[src/rtl/sdram_dma_ctrl_if.sv]
// Command, stream and sdram_mac register-port bundle of the SDRAM DMA front end.
// master = the controller, slave = the command source, stream partners and MAC.
interface sdram_dma_ctrl_if;
  logic        cmd_valid;
  logic        cmd_ready;
  logic        cmd_write;
  logic [31:0] cmd_addr;
  logic [7:0]  cmd_nw_m1;
  logic [31:0] s_data;
  logic        s_valid;
  logic        s_ready;
  logic [31:0] m_data;
  logic        m_valid;
  logic        m_ready;
  logic        done;
  logic        err;
  logic [31:0] mac_wd;
  logic [31:0] mac_rd;
  logic [7:0]  mac_addr;
  logic        mac_we;
  logic        mac_we_a;
  logic        mac_we_len;
  logic        mac_busy;

  modport master (
    input  cmd_valid, cmd_write, cmd_addr, cmd_nw_m1, s_data, s_valid, m_ready, mac_rd, mac_busy,
    output cmd_ready, s_ready, m_data, m_valid, done, err, mac_wd, mac_addr, mac_we, mac_we_a, mac_we_len
  );

  modport slave (
    output cmd_valid, cmd_write, cmd_addr, cmd_nw_m1, s_data, s_valid, m_ready, mac_rd, mac_busy,
    input  cmd_ready, s_ready, m_data, m_valid, done, err, mac_wd, mac_addr, mac_we, mac_we_a, mac_we_len
  );
endinterface

[src/rtl/sdram_dma_ctrl.sv]
// Command/stream front end for the sdram_mac register port: fills or drains the
// 256x32 MAC buffer and programs the address/length registers, one command at a time.
module sdram_dma_ctrl #(
  parameter int BUSY_TIMEOUT = 64,
  parameter int RD_LATENCY   = 1
) (
  input  logic             clk_i,
  input  logic             rst_i,
  sdram_dma_ctrl_if.master bus_if
);
  localparam logic [2:0] IDLE    = 3'd0;
  localparam logic [2:0] FILL    = 3'd1;
  localparam logic [2:0] SET_A   = 3'd2;
  localparam logic [2:0] SET_LEN = 3'd3;
  localparam logic [2:0] WAIT_HI = 3'd4;
  localparam logic [2:0] WAIT_LO = 3'd5;
  localparam logic [2:0] DRAIN   = 3'd6;
  localparam logic [2:0] FIN     = 3'd7;

  logic [2:0]  state_q, state_d;
  logic        write_q, write_d;
  logic [31:0] addr_q, addr_d;
  logic [7:0]  nw_q, nw_d;
  logic [7:0]  mac_addr_q, mac_addr_d;
  logic [31:0] mac_wd_q, mac_wd_d;
  logic        mac_we_q, mac_we_d;
  logic        mac_we_a_q, mac_we_a_d;
  logic        mac_we_len_q, mac_we_len_d;
  logic        err_q, err_d;
  logic [15:0] cnt_q, cnt_d;
  logic [7:0]  pop_q, pop_d;
  logic        inflight_q, inflight_d;
  logic [1:0]  occ_q, occ_d;
  logic        wptr_q, wptr_d;
  logic        rptr_q, rptr_d;
  logic [31:0] skid_q [2];

  logic       m_valid_w, pop_w, issue_w, cap_w, lat_infl_w;
  logic [2:0] base_w;

  assign m_valid_w  = (state_q == DRAIN) && (occ_q != 2'd0);
  assign pop_w      = m_valid_w && bus_if.m_ready;
  assign lat_infl_w = (RD_LATENCY != 0) && inflight_q;
  // Issue a buffer read only if its word is guaranteed a skid slot when it lands.
  assign base_w     = {1'b0, occ_q} - {2'b00, pop_w} + {2'b00, lat_infl_w};
  assign issue_w    = (state_q == DRAIN) && (cnt_q <= {8'd0, nw_q}) && (base_w < 3'd2);
  assign cap_w      = (RD_LATENCY == 0) ? issue_w : inflight_q;

  always_comb begin
    state_d      = state_q;
    write_d      = write_q;
    addr_d       = addr_q;
    nw_d         = nw_q;
    mac_addr_d   = mac_addr_q;
    mac_wd_d     = mac_wd_q;
    mac_we_d     = 1'b0;
    mac_we_a_d   = 1'b0;
    mac_we_len_d = 1'b0;
    err_d        = err_q;
    cnt_d        = cnt_q;
    pop_d        = pop_q;
    inflight_d   = issue_w;
    occ_d        = occ_q + {1'b0, cap_w} - {1'b0, pop_w};
    wptr_d       = wptr_q ^ cap_w;
    rptr_d       = rptr_q ^ pop_w;
    if (mac_we_q) mac_addr_d = mac_addr_q + 8'd1;
    case (state_q)
      IDLE: if (bus_if.cmd_valid) begin
        write_d    = bus_if.cmd_write;
        addr_d     = bus_if.cmd_addr;
        nw_d       = bus_if.cmd_nw_m1;
        mac_addr_d = 8'd0;
        cnt_d      = 16'd0;
        err_d      = 1'b0;
        state_d    = bus_if.cmd_write ? FILL : SET_A;
      end
      FILL: if (bus_if.s_valid) begin
        mac_we_d = 1'b1;
        mac_wd_d = bus_if.s_data;
        cnt_d    = cnt_q + 16'd1;
        if (cnt_q[7:0] == nw_q) state_d = SET_A;
      end
      SET_A: begin
        mac_we_a_d = 1'b1;
        mac_wd_d   = addr_q;
        state_d    = SET_LEN;
      end
      SET_LEN: begin
        mac_we_len_d = 1'b1;
        mac_wd_d     = {write_q, 22'd0, nw_q, 1'b1};
        cnt_d        = 16'd0;
        state_d      = WAIT_HI;
      end
      WAIT_HI: begin
        if (bus_if.mac_busy) state_d = WAIT_LO;
        else if (cnt_q == 16'(BUSY_TIMEOUT - 1)) begin
          err_d   = 1'b1;
          state_d = FIN;
        end else cnt_d = cnt_q + 16'd1;
      end
      WAIT_LO: if (!bus_if.mac_busy) begin
        if (write_q) state_d = FIN;
        else begin
          state_d    = DRAIN;
          mac_addr_d = 8'd0;
          cnt_d      = 16'd0;
          pop_d      = 8'd0;
        end
      end
      DRAIN: begin
        if (issue_w) begin
          mac_addr_d = mac_addr_q + 8'd1;
          cnt_d      = cnt_q + 16'd1;
        end
        if (pop_w) begin
          pop_d = pop_q + 8'd1;
          if (pop_q == nw_q) state_d = FIN;
        end
      end
      default: state_d = IDLE;
    endcase
  end

  always_ff @(posedge clk_i) begin
    if (rst_i) begin
      state_q      <= IDLE;
      write_q      <= 1'b0;
      addr_q       <= '0;
      nw_q         <= '0;
      mac_addr_q   <= '0;
      mac_wd_q     <= '0;
      mac_we_q     <= 1'b0;
      mac_we_a_q   <= 1'b0;
      mac_we_len_q <= 1'b0;
      err_q        <= 1'b0;
      cnt_q        <= '0;
      pop_q        <= '0;
      inflight_q   <= 1'b0;
      occ_q        <= '0;
      wptr_q       <= 1'b0;
      rptr_q       <= 1'b0;
    end else begin
      state_q      <= state_d;
      write_q      <= write_d;
      addr_q       <= addr_d;
      nw_q         <= nw_d;
      mac_addr_q   <= mac_addr_d;
      mac_wd_q     <= mac_wd_d;
      mac_we_q     <= mac_we_d;
      mac_we_a_q   <= mac_we_a_d;
      mac_we_len_q <= mac_we_len_d;
      err_q        <= err_d;
      cnt_q        <= cnt_d;
      pop_q        <= pop_d;
      inflight_q   <= inflight_d;
      occ_q        <= occ_d;
      wptr_q       <= wptr_d;
      rptr_q       <= rptr_d;
    end
  end

  for (genvar gi = 0; gi < 2; gi++) begin : g_skid
    always_ff @(posedge clk_i) begin
      if (rst_i) skid_q[gi] <= '0;
      else if (cap_w && (wptr_q == 1'(gi))) skid_q[gi] <= bus_if.mac_rd;
    end
  end

  assign bus_if.cmd_ready  = (state_q == IDLE);
  assign bus_if.s_ready    = (state_q == FILL);
  assign bus_if.m_valid    = m_valid_w;
  assign bus_if.m_data     = skid_q[rptr_q];
  assign bus_if.done       = (state_q == FIN);
  assign bus_if.err        = (state_q == FIN) && err_q;
  assign bus_if.mac_wd     = mac_wd_q;
  assign bus_if.mac_addr   = mac_addr_q;
  assign bus_if.mac_we     = mac_we_q;
  assign bus_if.mac_we_a   = mac_we_a_q;
  assign bus_if.mac_we_len = mac_we_len_q;
endmodule
[src/flat_wrapper.sv]
// flat-port wrapper written by rule: the top's interface ports become plain ports
module sdram_dma_ctrl_flat 
#(
  parameter int BUSY_TIMEOUT = 64,
  parameter int RD_LATENCY   = 1
)
  (clk_i, rst_i, bus_if_cmd_valid, bus_if_cmd_write, bus_if_cmd_addr, bus_if_cmd_nw_m1, bus_if_s_data, bus_if_s_valid, bus_if_m_ready, bus_if_mac_rd, bus_if_mac_busy, bus_if_cmd_ready, bus_if_s_ready, bus_if_m_data, bus_if_m_valid, bus_if_done, bus_if_err, bus_if_mac_wd, bus_if_mac_addr, bus_if_mac_we, bus_if_mac_we_a, bus_if_mac_we_len);
  sdram_dma_ctrl_if bus_if_i ();
  input  logic clk_i;
  input  logic rst_i;
  input wire logic [$bits(bus_if_i.cmd_valid)-1:0] bus_if_cmd_valid;
  input wire logic [$bits(bus_if_i.cmd_write)-1:0] bus_if_cmd_write;
  input wire logic [$bits(bus_if_i.cmd_addr)-1:0] bus_if_cmd_addr;
  input wire logic [$bits(bus_if_i.cmd_nw_m1)-1:0] bus_if_cmd_nw_m1;
  input wire logic [$bits(bus_if_i.s_data)-1:0] bus_if_s_data;
  input wire logic [$bits(bus_if_i.s_valid)-1:0] bus_if_s_valid;
  input wire logic [$bits(bus_if_i.m_ready)-1:0] bus_if_m_ready;
  input wire logic [$bits(bus_if_i.mac_rd)-1:0] bus_if_mac_rd;
  input wire logic [$bits(bus_if_i.mac_busy)-1:0] bus_if_mac_busy;
  output wire logic [$bits(bus_if_i.cmd_ready)-1:0] bus_if_cmd_ready;
  output wire logic [$bits(bus_if_i.s_ready)-1:0] bus_if_s_ready;
  output wire logic [$bits(bus_if_i.m_data)-1:0] bus_if_m_data;
  output wire logic [$bits(bus_if_i.m_valid)-1:0] bus_if_m_valid;
  output wire logic [$bits(bus_if_i.done)-1:0] bus_if_done;
  output wire logic [$bits(bus_if_i.err)-1:0] bus_if_err;
  output wire logic [$bits(bus_if_i.mac_wd)-1:0] bus_if_mac_wd;
  output wire logic [$bits(bus_if_i.mac_addr)-1:0] bus_if_mac_addr;
  output wire logic [$bits(bus_if_i.mac_we)-1:0] bus_if_mac_we;
  output wire logic [$bits(bus_if_i.mac_we_a)-1:0] bus_if_mac_we_a;
  output wire logic [$bits(bus_if_i.mac_we_len)-1:0] bus_if_mac_we_len;
  assign bus_if_i.cmd_valid = bus_if_cmd_valid;
  assign bus_if_i.cmd_write = bus_if_cmd_write;
  assign bus_if_i.cmd_addr = bus_if_cmd_addr;
  assign bus_if_i.cmd_nw_m1 = bus_if_cmd_nw_m1;
  assign bus_if_i.s_data = bus_if_s_data;
  assign bus_if_i.s_valid = bus_if_s_valid;
  assign bus_if_i.m_ready = bus_if_m_ready;
  assign bus_if_i.mac_rd = bus_if_mac_rd;
  assign bus_if_i.mac_busy = bus_if_mac_busy;
  assign bus_if_cmd_ready = bus_if_i.cmd_ready;
  assign bus_if_s_ready = bus_if_i.s_ready;
  assign bus_if_m_data = bus_if_i.m_data;
  assign bus_if_m_valid = bus_if_i.m_valid;
  assign bus_if_done = bus_if_i.done;
  assign bus_if_err = bus_if_i.err;
  assign bus_if_mac_wd = bus_if_i.mac_wd;
  assign bus_if_mac_addr = bus_if_i.mac_addr;
  assign bus_if_mac_we = bus_if_i.mac_we;
  assign bus_if_mac_we_a = bus_if_i.mac_we_a;
  assign bus_if_mac_we_len = bus_if_i.mac_we_len;
  sdram_dma_ctrl #(.BUSY_TIMEOUT(BUSY_TIMEOUT), .RD_LATENCY(RD_LATENCY)) u_core (.clk_i(clk_i), .rst_i(rst_i), .bus_if(bus_if_i));
endmodule
[config.mk]
export PLATFORM = sky130hd
export DESIGN_NAME = sdram_dma_ctrl_flat
export DESIGN_NICKNAME = d
export VERILOG_FILES = /design/src/rtl/sdram_dma_ctrl_if.sv /design/src/rtl/sdram_dma_ctrl.sv /design/src/flat_wrapper.sv
export SDC_FILE = /design/constraint.sdc
export NUM_CORES = 1
export LEC_CHECK = 0
export CAP_MARGIN = 20
export CORE_MARGIN = 2
export CORE_UTILIZATION = 35
export CTS_CLUSTER_SIZE = 20
export DETAILED_ROUTE_END_ITERATION = 8
export GPL_ROUTABILITY_DRIVEN = 0
export HOLD_SLACK_MARGIN = 0.12
export PLACE_DENSITY = 0.67
export SLEW_MARGIN = 5
export SYNTH_ARGS = -nofsm -noshare
export SYNTH_HDL_FRONTEND = slang
export SYNTH_SLANG_ARGS = --single-unit
[constraint.sdc]
create_clock -name clk_i -period 3.88 [get_ports clk_i]
set_clock_uncertainty 0.05 [all_clocks]
set_input_delay 0.388 -clock clk_i [delete_from_list [all_inputs] [get_ports clk_i]]
set_output_delay 0.388 -clock clk_i [all_outputs]
set_load 0.05 [all_outputs]
Word-level counts from Yosys, hierarchy flattened
Memory sizes are Yosys's and may differ from the RTL's. A register that Yosys moved wholly into a read port is not among the register bits.
Index checks and enable logic that the tools add are counted.
Storage, ports and cells
  register bits after elaboration: 117
  bits in latches: 0
  RAM bits: 64
  memory bits (read-only): 0
  bits of input ports: 111
  output and inout port bits: 80
  word-level logic and storage cells: 123
  memories: 1
Cells by class
  add/subtract/negate cells: 7
  $mul: 0
  div/mod/pow operators: 0
  order comparisons: 2
  eq/ne operators: 22
  shift operators: 0
  muxes and demuxes: 49
  bitwise gates (word level): 6
  reductions and logical operators: 20
Memory list
  u_core.skid_q: depth 2, width 32, read ports 1, clocked after Yosys merged registers in 1, write ports 2, RTL line sdram_dma_ctrl.sv:36  | logic [31:0] skid_q [2];
Operators with widths (count)
  two-way mux 16 bit: 7
  two-way mux 32 bit: 3
  one-hot mux 16 bit (6 select lines): 1
  one-hot mux 32 bit (3 select lines): 1
  two-way mux 8 bit: 8
  two-way mux 3 bit: 8
  one-hot mux 8 bit (3 select lines): 1
  one-hot mux 3 bit (7 select lines): 1
  adder 16 x 1 -> 16 bit (second input constant): 1
  adder 8 x 1 -> 8 bit (second input constant): 2
  == test 16 x 6 -> 1 bit (second input constant): 1
  == test 8 bit: 2
  less-or-equal comparator 16 x 8 -> 1 bit: 1
  two-way mux 1 bit: 16
  one-hot mux 8 bit (2 select lines): 1
  inequality test 2 bit (second input constant): 7
  == test 3 bit (second input constant): 4
  inequality test 2 x 1 -> 1 bit (second input constant): 4
  AND reduction 4 bit: 2
  AND reduction 8 bit: 1
  logical AND 1 bit: 7
  AND reduction 7 bit: 1
  == test 3 x 2 -> 1 bit (second input constant): 2
  nonzero test 2 bit: 3
  17 further kinds: 21

Depth between registers and ports, before layout
  depth after elaboration: 9
  mapped depth: 17
  mapped depth without buffers: 13

Worst setup path after synthesis
OpenSTA, ideal clock, no wires.
  kind: register to register
  start point: register u_core.state_q[2]
  end point: register u_core.mac_addr_q[3] (netlist: u_core.bus_if.mac_addr[3])
  setup time: 0.120 ns
  arrival: 3.345 ns
  data required time: 3.710 ns
  slack: 0.365 ns
  stages on the path, launching flop included: 17
  buffers on the path: 3
  clock period less this slack: 3.515 ns
  cells stage by stage: dfxtp_1 -> buf_2 -> buf_2 -> nand3b_1 -> nor3b_2 -> ha_1 -> inv_1 -> ha_1 -> inv_1 -> fa_1 -> xnor2_1 -> nand4_1 -> nor3_2 -> a211o_1 -> clkbuf_1 -> a211oi_1 -> a211o_1
Between the ends
  word-level cells in the longest chain between the ends: 9
  elaborated cells on any way between the ends: 12
  those cells by class: add/sub: 2; order compare: 1; eq/ne: 2; mux: 2; reduce/logical: 5
Ends and longest elaborated chain
  from (decl): RTL line sdram_dma_ctrl.sv:20  | logic [2:0] state_q, state_d;
  from (signal assigned): RTL line sdram_dma_ctrl.sv:143  | state_q <= state_d;
  == test 3 bit: RTL line sdram_dma_ctrl.sv:41, sdram_dma_ctrl.sv:46, sdram_dma_ctrl.sv:67
  logical AND 1 bit: RTL line sdram_dma_ctrl.sv:41  | assign m_valid_w = (state_q == DRAIN) && (occ_q != 2'd0);
  logical AND 1 bit: RTL line sdram_dma_ctrl.sv:42  | assign pop_w = m_valid_w && bus_if.m_ready;
  subtractor 2 x 1 -> 3 bit: RTL line sdram_dma_ctrl.sv:45  | assign base_w = {1'b0, occ_q} - {2'b00, pop_w} + {2'b00, lat_infl_w};
  adder 3 x 1 -> 3 bit: RTL line sdram_dma_ctrl.sv:45
  < comparator 3 x 2 -> 1 bit: RTL line sdram_dma_ctrl.sv:46  | assign issue_w = (state_q == DRAIN) && (cnt_q <= {8'd0, nw_q}) && (base_w < 3'd2);
  logical AND 1 bit: RTL line sdram_dma_ctrl.sv:46
  two-way mux 8 bit: RTL line sdram_dma_ctrl.sv:111  | if (issue_w) begin
  one-hot mux 8 bit (3 select lines) (*): RTL line sdram_dma_ctrl.sv:67  | case (state_q)
  to (signal assigned): RTL line sdram_dma_ctrl.sv:147  | mac_addr_q <= mac_addr_d;
  to (decl): RTL line sdram_dma_ctrl.sv:24  | logic [7:0] mac_addr_q, mac_addr_d;
Mark *: on every way between the ends. The rest lies on a longest branch, timed or not.
A chain may end at the register's enable or synchronous reset.

Worst setup path in the final report
  start point: register u_core.state_q[0]
  end point: register u_core.mac_addr_q[1] (netlist: u_core.bus_if.mac_addr[1])
Same word-level chain as after synthesis.

==> run_results.csv <==
group,metric,value,unit
outcome,run_status,"completed",
worst_setup_path,path_max_fanout,10,
die,dieHeight,159,um
worst_setup_path,crit_start,"u_core.state_q[0]",
clocking,cts_tree,"done",
clocking,path_clk_slew,70,ps
logic_synthesis,ys_seq_area_share,50.4,%
logic_synthesis,ys_ff_latch,181,
route,drt-total-wl,22100,um
logic_synthesis,synthDistinctLibCells,65,
worst_setup_path,reg2reg_depth,13,
die,dieWidth,159,um
global_routing,antenna_found_initial,0,
logic_synthesis,syn_nets,1016,
logic_synthesis,async_flop_share,0,%
sta,hold_ws,180,ps
logic_synthesis,synthFlopType,"dfxtp_1",
run,maxCapViolations,0,
placed_design,dp_hpwl,14900,um
placed_design,buffer_ports.inserted,190,
power_and_ir_drop,peakVddDrop,247,uV
power_and_ir_drop,power_density,464,mW/mm2
sta,clock.fmax,0.287,GHz
route,num_vias,6983,
layout,final_area,0.0112,mm2
hold_path,holdCritPathClass,"in -> reg",
worst_setup_path,cp_slowest_stage_delay,580,ps
die,dieArea,0.0254,mm2
sta,fin_setup_tns,0,ps
route,routedWlPerCell,16.0,um
logic_synthesis,yosys-top-cells-area,"dfxtp_1 (28%), edfxtp_1 (23%), nand2_1 (5.7%)",
clocking,cts_sinks,181,
worst_setup_path,worstSetupPathType,"reg -> reg",
sta,slew_headroom,32.7,%
clocking,cts-root-buf,"clkbuf_16",
logic_synthesis,synth_cells,889,
logic_synthesis,netlist_area,0.00846,mm2
clocking,post_cts_buffers,0,
clocking,cts_buffer_depth,2,
die,ioPinCount,191,
worst_setup_path,cp.required,4200,ps
power_and_ir_drop,finalPower,5220,uW
route,via_per_inst,5.05,
layout,nFillCells,2255,
clocking,cts_max_level,4,
clocking,insertion_delay,440,ps
route,ant_nets,0,
worst_setup_path,critical-path-slowest-cell,"a211oi_1",
logic_synthesis,synth_edf_count,64,
sta,slew_violations,0,
layout,syn_to_final_growth,32.9,%
layout,layout.cells.non_filler,1383,
logic_synthesis,yosys.area.top_type,"dfxtp_1",
global_routing,grt_use_total,17.3,%
global_routing,grt_pass1_vias,6666,
sta,rsz0062_at_grt,"false",
logic_synthesis,synth_common_cells,"nand2_1 (129), dfxtp_1 (117), a21oi_1 (72)",
worst_setup_path,startpoint_type,"register",
sta,worst_slew_pin_slew,1010,ps
logic_synthesis,yosysTopAreaCellShare,27.7,%
global_routing,grt_pass1_wl,35300,um
power_and_ir_drop,leakage,0.00403,uW
clocking,cts_inserted_buffers,17,
sta,fin_crit,3480,ps
route,drcViolationCount,0,
layout,seq_area,0.00427,mm2
die,core_area,0.0236,mm2
sta,period_share,89.7,%
logic_synthesis,ys_warn_count,0,
route,first_pass_iters,5,
placed_design,place_inst,1351,
layout,num_antenna_cells,0,
worst_setup_path,critPathCapture,"u_core.bus_if.mac_addr[1]",
layout,multi_input_area,0.00387,mm2
route,drt-initial-drc-count,385,
layout,nNetsFinal,1178,
worst_setup_path,crit_chain,"nand3b_1 -> nor3b_2 -> ha_1 -> inv_1 -> ha_1 -> inv_1 -> fa_1 -> xnor2_1 -> nand4_1 -> nor3_2 -> a211o_1 -> a211oi_1 -> a22o_1",
worst_setup_path,reg2reg_from,"u_core.state_q[0]",
global_routing,grt_max_degree,87,
worst_setup_path,end_kind,"register",
layout,layout-drive-gt1-share,9.68,%
die,initial_core_util,35.8,%
worst_setup_path,rrSetupSlack,400,ps
global_routing,overflow,0,
sta,hold_viol,0,
logic_synthesis,yosysMostFrequentCell,"nand2_1",
logic_synthesis,avgSynthCellArea,9.51,um2
sta,finalSetupViolCount,0,
clocking,ctsHoldBuffers,0,
clocking,ctsResizeCount,0,
worst_setup_path,crit_arrival,3800,ps
die,rows,56,
placed_design,place_area,0.0106,mm2
worst_setup_path,worstReg2RegEnd,"u_core.bus_if.mac_addr[1]",
==> flip-flops by register name, indices dropped and copies added (netlist names), 2 cells and up <==
signal,cells
u_core.cnt_q,16
u_core.state_q,3
u_core.addr_q,32
u_core.pop_q,8
u_core.bus_if.mac_addr,8
u_core.occ_q,2
u_core.bus_if.mac_wd,32
u_core.nw_q,8
u_core.skid_q,64
==> kinds of logic after synthesis <==
kind of cell,count (synthesis),synth area share (%)
buf+inv,83,3.88
flops,181,50.4
compound gates,153,11.5
fa+ha+maj,16,2.46
simple gates,394,24.2
mux,45,5.80
xor+xnor,17,1.76
==> cell type report <==
class / instances / area share (%)
Clock buffer: 17 / 3.79
Sequential cell: 181 / 38.0
Inverter: 20 / 0.668
Clock inverter: 15 / 1.59
Tap cell: 319 / 3.55
Multi-Input combinational cell: 625 / 34.5
Timing Repair Buffer: 206 / 18.0
==> cell usage in the layout (no fill, tap or decap), types with 9 or more instances in the layout <==
master           netlist  final
mux2_2                32     32
a211oi_1              27     27
o31ai_1               12     12
xor2_1                15     15
nand3_1                9      9
clkdlybuf4s50_1        0    189
nand4_1               15     15
ha_1                  15     15
mux2i_1               13     13
nor3b_1               23     23
nor3_1                33     33
nor2_1                56     55
o211ai_1              11     11
nand2_1              129    129
dfxtp_1              117    116
inv_1                 20     20
a21oi_1               72     72
clkbuf_16              0     17
edfxtp_1              64     64
buf_4                  1     17
and2_1                67     67
==> report_power, final <==
part	switching [uW]	total [uW]	internal, uW
Sequential	80.9	2180	2100
Clock	847	1770	927
Combinational	810	1260	450
==> metrics by stage <==
stage | utilization, % | worst slack [ps]
after floorplan | - | 365
after global placement | 45.0 | 299
after detailed placement | 45.0 | 198
after CTS | 47.6 | 375
after global routing | 47.6 | 162
final | 47.6 | 399
==> how the worst min path moves through the flow <==
stage                     depth (start not counted)         startpoint                        end
final                                             2              rst_i  u_core.bus_if.mac_addr[0]
after global routing                              2              rst_i  u_core.bus_if.mac_addr[0]
after CTS                                         2              rst_i  u_core.bus_if.mac_addr[0]
after detailed placement                          2  u_core.addr_q[15]          u_core.addr_q[15]
after global placement                            2  u_core.addr_q[25]          u_core.addr_q[25]
after floorplan                                   2  u_core.addr_q[10]          u_core.addr_q[10]
==> routing by layer <==
layer  track usage (%)  up-vias  share of wire [%]
li1                  -     3477                  -
met1              23.5     3263                 48
met2              26.9      216                 44
met3              4.30       27                6.0
met4              5.79        0                1.8
met5                 0        -                  0
==> worst max-delay path: cells and delay by family (launching register included) <==
| family | cells | cell delay (ps) |
|---|---|---|
| AO/OA/AOI/OAI | 3 | 1260 |
| XOR/XNOR | 1 | 150 |
| adder cells (fa/ha/maj) | 3 | 750 |
| buffers and inverters | 2 | 90 |
| flip-flops | 1 | 320 |
| AND/OR/NAND/NOR | 4 | 770 |
Note: power is estimated with default switching activity, not from simulation.
